<file path="src/rtl/bit_packer_fifo.sv">
// Purpose: packs a serial bit stream MSB-first into WORD_W-bit words, each stored with its ones count in a DEPTH-entry FIFO.
// Latency: a word is visible at the FIFO head one edge after its last bit is accepted; the head drives the outputs directly.
// Backpressure: word_valid/word_ready handshake; a word completed while the FIFO is full with no pop is dropped and overflow is set.
module bit_packer_fifo #(
    parameter int WORD_W = 8,
    parameter int DEPTH  = 4
) (
    input  logic                      clk,
    input  logic                      rst_n,
    input  logic                      bit_in,
    input  logic                      bit_valid,
    output logic [WORD_W-1:0]         word_out,
    output logic [$clog2(WORD_W):0]   ones_out,
    output logic                      word_valid,
    input  logic                      word_ready,
    output logic [$clog2(DEPTH):0]    level,
    output logic                      overflow,
    input  logic                      clr_ovf
);

    localparam int CW = $clog2(WORD_W);
    localparam int OW = CW + 1;
    localparam int PW = $clog2(DEPTH);
    localparam int LW = PW + 1;

    // Packer state: bit position, partial word and its running ones count.
    logic [CW-1:0]     cnt_q,    cnt_d;
    logic [WORD_W-1:0] shreg_q,  shreg_d;
    logic [OW-1:0]     ones_q,   ones_d;

    // FIFO bookkeeping.
    logic [PW-1:0]     wr_ptr_q, wr_ptr_d;
    logic [PW-1:0]     rd_ptr_q, rd_ptr_d;
    logic [LW-1:0]     level_q,  level_d;
    logic              ovf_q,    ovf_d;

    // Storage is never reset; it is only observable through a non-empty head.
    logic [WORD_W-1:0] mem_word [DEPTH];
    logic [OW-1:0]     mem_ones [DEPTH];

    logic [WORD_W-1:0] word_full;
    logic [OW-1:0]     ones_full;
    logic              push;
    logic              pop;
    logic              full;
    logic              wr_en;
    logic              drop;

    // Completed-word view and push/pop decisions for this edge.
    always_comb begin
        word_full = {shreg_q[WORD_W-2:0], bit_in};
        ones_full = ones_q + OW'(bit_in);
        push      = bit_valid && (cnt_q == CW'(WORD_W - 1));
        pop       = (level_q != '0) && word_ready;
        full      = (level_q == LW'(DEPTH));
        // A pop on the same edge frees the slot the push needs.
        wr_en     = push && (!full || pop);
        drop      = push && full && !pop;
    end

    // Next-state for packer, pointers, level and sticky overflow.
    always_comb begin
        cnt_d    = cnt_q;
        shreg_d  = shreg_q;
        ones_d   = ones_q;
        wr_ptr_d = wr_ptr_q;
        rd_ptr_d = rd_ptr_q;
        level_d  = level_q;
        ovf_d    = ovf_q;

        if (bit_valid) begin
            if (push) begin
                cnt_d   = '0;
                shreg_d = '0;
                ones_d  = '0;
            end else begin
                cnt_d   = cnt_q + CW'(1);
                shreg_d = word_full;
                ones_d  = ones_full;
            end
        end

        if (wr_en) begin
            wr_ptr_d = wr_ptr_q + PW'(1);
        end
        if (pop) begin
            rd_ptr_d = rd_ptr_q + PW'(1);
        end

        if (wr_en && !pop) begin
            level_d = level_q + LW'(1);
        end else if (pop && !wr_en) begin
            level_d = level_q - LW'(1);
        end

        // Set beats clear when both happen on the same edge.
        if (drop) begin
            ovf_d = 1'b1;
        end else if (clr_ovf) begin
            ovf_d = 1'b0;
        end
    end

    // State registers with synchronous active-low reset.
    always_ff @(posedge clk) begin
        if (!rst_n) begin
            cnt_q    <= '0;
            shreg_q  <= '0;
            ones_q   <= '0;
            wr_ptr_q <= '0;
            rd_ptr_q <= '0;
            level_q  <= '0;
            ovf_q    <= 1'b0;
        end else begin
            cnt_q    <= cnt_d;
            shreg_q  <= shreg_d;
            ones_q   <= ones_d;
            wr_ptr_q <= wr_ptr_d;
            rd_ptr_q <= rd_ptr_d;
            level_q  <= level_d;
            ovf_q    <= ovf_d;
        end
    end

    // FIFO storage write; suppressed while reset is asserted.
    always_ff @(posedge clk) begin
        if (rst_n && wr_en) begin
            mem_word[wr_ptr_q] <= word_full;
            mem_ones[wr_ptr_q] <= ones_full;
        end
    end

    assign word_out   = mem_word[rd_ptr_q];
    assign ones_out   = mem_ones[rd_ptr_q];
    assign word_valid = (level_q != '0);
    assign level      = level_q;
    assign overflow   = ovf_q;

endmodule

</file>
<file path="config.mk">
export PLATFORM = sky130hd
export DESIGN_NAME = bit_packer_fifo
export DESIGN_NICKNAME = d
export VERILOG_FILES = /design/src/rtl/bit_packer_fifo.sv
export SDC_FILE = /design/constraint.sdc
export NUM_CORES = 1
export LEC_CHECK = 0
export CAP_MARGIN = 20
export CORE_UTILIZATION = 50
export CTS_CLUSTER_SIZE = 28
export DETAILED_ROUTE_END_ITERATION = 8
export GPL_TIMING_DRIVEN = 0
export PLACE_DENSITY_LB_ADDON = 0.08
export SETUP_SLACK_MARGIN = 0.3
export SYNTH_ARGS = -nofsm -noshare
export SYNTH_HDL_FRONTEND = slang
export SYNTH_SLANG_ARGS = --single-unit
</file>
<file path="constraint.sdc">
create_clock -name clk -period 2.2 [get_ports clk]
set_input_delay 0.22 -clock clk [delete_from_list [all_inputs] [get_ports clk]]
set_output_delay 0.22 -clock clk [all_outputs]
set_load 0.05 [all_outputs]
</file>
==> results.cfg <==
[placement]
portBuffers = 20
hpwl_mm = 3.21
placed_area_um2 = 3270
place_congestion = 0.701
dpl_worst_slack_ns = -0.117

[drt]
via_count = 1653
detail_route.vias_per_cell = 5.33
dr.pass1.iters = 4
ant_nets = 0
drtIter0Drc = 76
routed_wl_mm = 4.90
wl_per_cell_um = 15.8
drcViolationCount = 0

[floorplan]
io_pins = 23
start_util = 0.525
dieArea_um2 = 6160
core_um2 = 5570
num_rows = 27
dieWidth_um = 78.5
die_y_um = 78.5

[critical_path]
path_cells = ha_4, ha_4, nand2_4, nor2_4, ha_4, inv_2, fa_2, xor2_1, or3_1, a21boi_1
endpoint_kind = flip-flop
path_class = flip-flop to flip-flop
critical-path-slowest-cell = dfxtp_2
path_common_cell = ha_4
crit_fanout = 4
cp.arrival_ns = 2.26
max_stage_delay_ns = 0.35
start_kind = flip-flop
critPathRequiredTime_ns = 2.46

[timing]
hold_viol_final = 0
worst_hold_slack_ns = 0.228
worst_slack_ns = 0.206
worst_pin_slew_ns = 0.500
period_needed_ns = 1.99
setup_viol = 0
slew_viol_final = 0
period_share = 0.906
relSlewSlack = 0.666
fmax_ghz = 0.501
rsz0062_at_grt = true
fin_skew_ns = 0.00598

[synthesis]
synth_cells = 194
synth.distinct_cells = 34
syn_nets = 210
syn-cell-area_um2 = 2930
synth.yosys.warnings = 0
ys_ff_latch = 72
syn_avg_cell_area_um2 = 15.1
synth_seq_area_share = 0.657

[clock_tree]
cts_buffers = 9
clk_latency_ns = 0.33
cts-root-buf = clkbuf_8
cts_sinks = 72
cts_tree = done
clk_path_buf_depth = 2
clkTransAtPathRegs_ns = 0.07
cts-htree-levels = 3
cts_hold_buf = 0

[status]
status = finished, final reports clean

[finish]
num_antenna_cells = 0
nFillCells = 426
drive_above_1_share = 0.290
final_core_util = 0.620
area_delta_synth_final_pct = 18.2
nets = 249
finalInstanceArea_um2 = 3460

[grt]
grt_max_degree = 13
grt_first_pass_wirelength_mm = 8.26
antenna_found_initial = 0
grt_overflow_total = 0
grt_usage = 0.186
grt_pass1_vias = 1724

[job]
maxCapViolCount = 0

[power]
ir_worst_vdd_v = 0.00113
powerDensity_nw_per_um2 = 1010
p_leak_nw = 1.22

[min_path]
hold_class = input port to flip-flop
-- metal layers --
| layer | share of wire | wire [um] | track usage |
|---|---|---|---|
| met1 | 0.41 | 2000 | 0.214 |
| met2 | 0.53 | 2580 | 0.308 |
| met3 | 0.037 | 183 | 0.0372 |
| met4 | 0.029 | 140 | 0.137 |
| met5 | 0 | 0 | 0 |
-- placed cells by master (no fill, tap or decap), drive strengths merged, types with 2 or more instances in the layout --
cell type | synthesis | routed
buf | 5 | 23
inv | 14 | 14
mux4 | 12 | 12
and2 | 14 | 14
nand3 | 2 | 2
edfxtp | 48 | 48
clkbuf | 4 | 21
nand2 | 15 | 15
xnor2 | 4 | 4
nor2 | 2 | 2
and3 | 4 | 4
dfxtp | 24 | 24
o22ai | 10 | 10
nor2b | 5 | 5
xor2 | 2 | 2
ha | 9 | 9
clkdlybuf4s50 | 0 | 7
a21boi | 2 | 2
or3 | 2 | 2
o21ai | 2 | 2
mux2i | 5 | 5
-- final cells by class --
class	count	area [um2]	share of cell area
Inverter	14	52.6	0.0152
Tap cell	72	90.1	0.0261
Clock inverter	1	5.00	0.00145
Buffer	9	55.1	0.0159
Clock buffer	15	156	0.0452
Sequential cell	72	1930	0.558
Timing Repair Buffer	28	201	0.0583
Multi-Input combinational cell	99	967	0.280
-- through the flow --
step / std cells / setup TNS, ns / power, mW
3_3_place_gp: 286 / -0.162 / 2.69
4_1_cts: 308 / 0 / 3.51
6_report: 310 / 0 / 3.49
3_5_place_dp: 286 / -0.402 / 2.70
5_1_grt: 310 / 0 / 3.63
2_1_floorplan: 194 / 0 / 2.41
-- synthesized netlist by cell type --
master	n	area share
nand4_1	1	0.0021
mux4_2	12	0.092
a21boi_1	2	0.0051
nor2_1	1	0.0013
o21ai_0	2	0.0034
or3_1	2	0.0043
a32oi_1	1	0.0030
o311ai_1	1	0.0030
and2_1	14	0.030
buf_2	2	0.0034
nor2_2	1	0.0021
clkbuf_1	3	0.0038
o31ai_2	1	0.0043
o22ai_1	10	0.021
and4bb_2	1	0.0043
fa_1	1	0.0068
nor4b_2	1	0.0051
a21oi_1	1	0.0017
ha_1	9	0.038
xnor2_1	4	0.012
nand3_1	1	0.0017
mux2i_1	5	0.017
nor2b_1	5	0.011
nand3_2	1	0.0034
clkbuf_2	1	0.0017
buf_1	2	0.0026
and3_1	4	0.0086
edfxtp_1	48	0.49
inv_1	14	0.018
nand2_1	15	0.019
xor2_1	2	0.0060
or4b_1	1	0.0034
dfxtp_1	24	0.16
buf_4	1	0.0026
-- power by group --
part	leakage [nW]	internal (mW)	switching, mW
combinational	0.498	0.410	0.621
clock	0.0817	0.441	0.428
sequential	0.636	1.50	0.0880
total	1.22	2.35	1.14
-- sequential cells by signal (all words and copies together), names as in the netlist, named ones only --
register and count:
cnt_q 3, wr_ptr_q 2, overflow 1, ones_q 4, level 3, mem_ones 16, shreg_q 7, rd_ptr_q 2
mem_word 32
-- cells by family (layout without fill, tap and decap cells) --
group,after synthesis,count (layout),share of synthesized area
XOR/XNOR,6,6,0.0180
flip-flops,72,72,0.657
multiplexers,17,17,0.109
AO/OA/AOI/OAI,18,18,0.0419
buffers and inverters,23,67,0.0321
adder cells (fa/ha/maj),10,10,0.0453
AND/OR/NAND/NOR,48,48,0.0962
-- what timing repair did --
| action | in CTS | in global routing |
|---|---|---|
| gates resized for setup | 59 | 9 |
| pin swaps | 6 | 4 |
| endpoints found under the setup margin | 63 | 38 |
| buffers inserted | 6 | 2 |
-- critical path, delay by kind of cell (launching register included) --
| kind | cells | cell delay [ns] |
|---|---|---|
| buffers and inverters | 1 | 0.04 |
| and+or+nand+nor | 3 | 0.51 |
| DFF | 1 | 0.35 |
| xor gates and xnor gates | 1 | 0.15 |
| adders and majority gates | 4 | 0.76 |
| AOI/OAI and AO/OA | 1 | 0.12 |
-- path summary, 6_finish.rpt --
path	depth (start not counted)	slack (ns)	startpoint	endpoint
worst min-delay path	2	0.23	rst_n	level[2]
worst max register to register	10	0.21	cnt_q[1]	level[2]
worst min register to register	2	0.50	ones_q[3]	ones_q[3]
worst max-delay path	10	0.21	cnt_q[1]	level[2]
(Power assumes the default switching activity.)
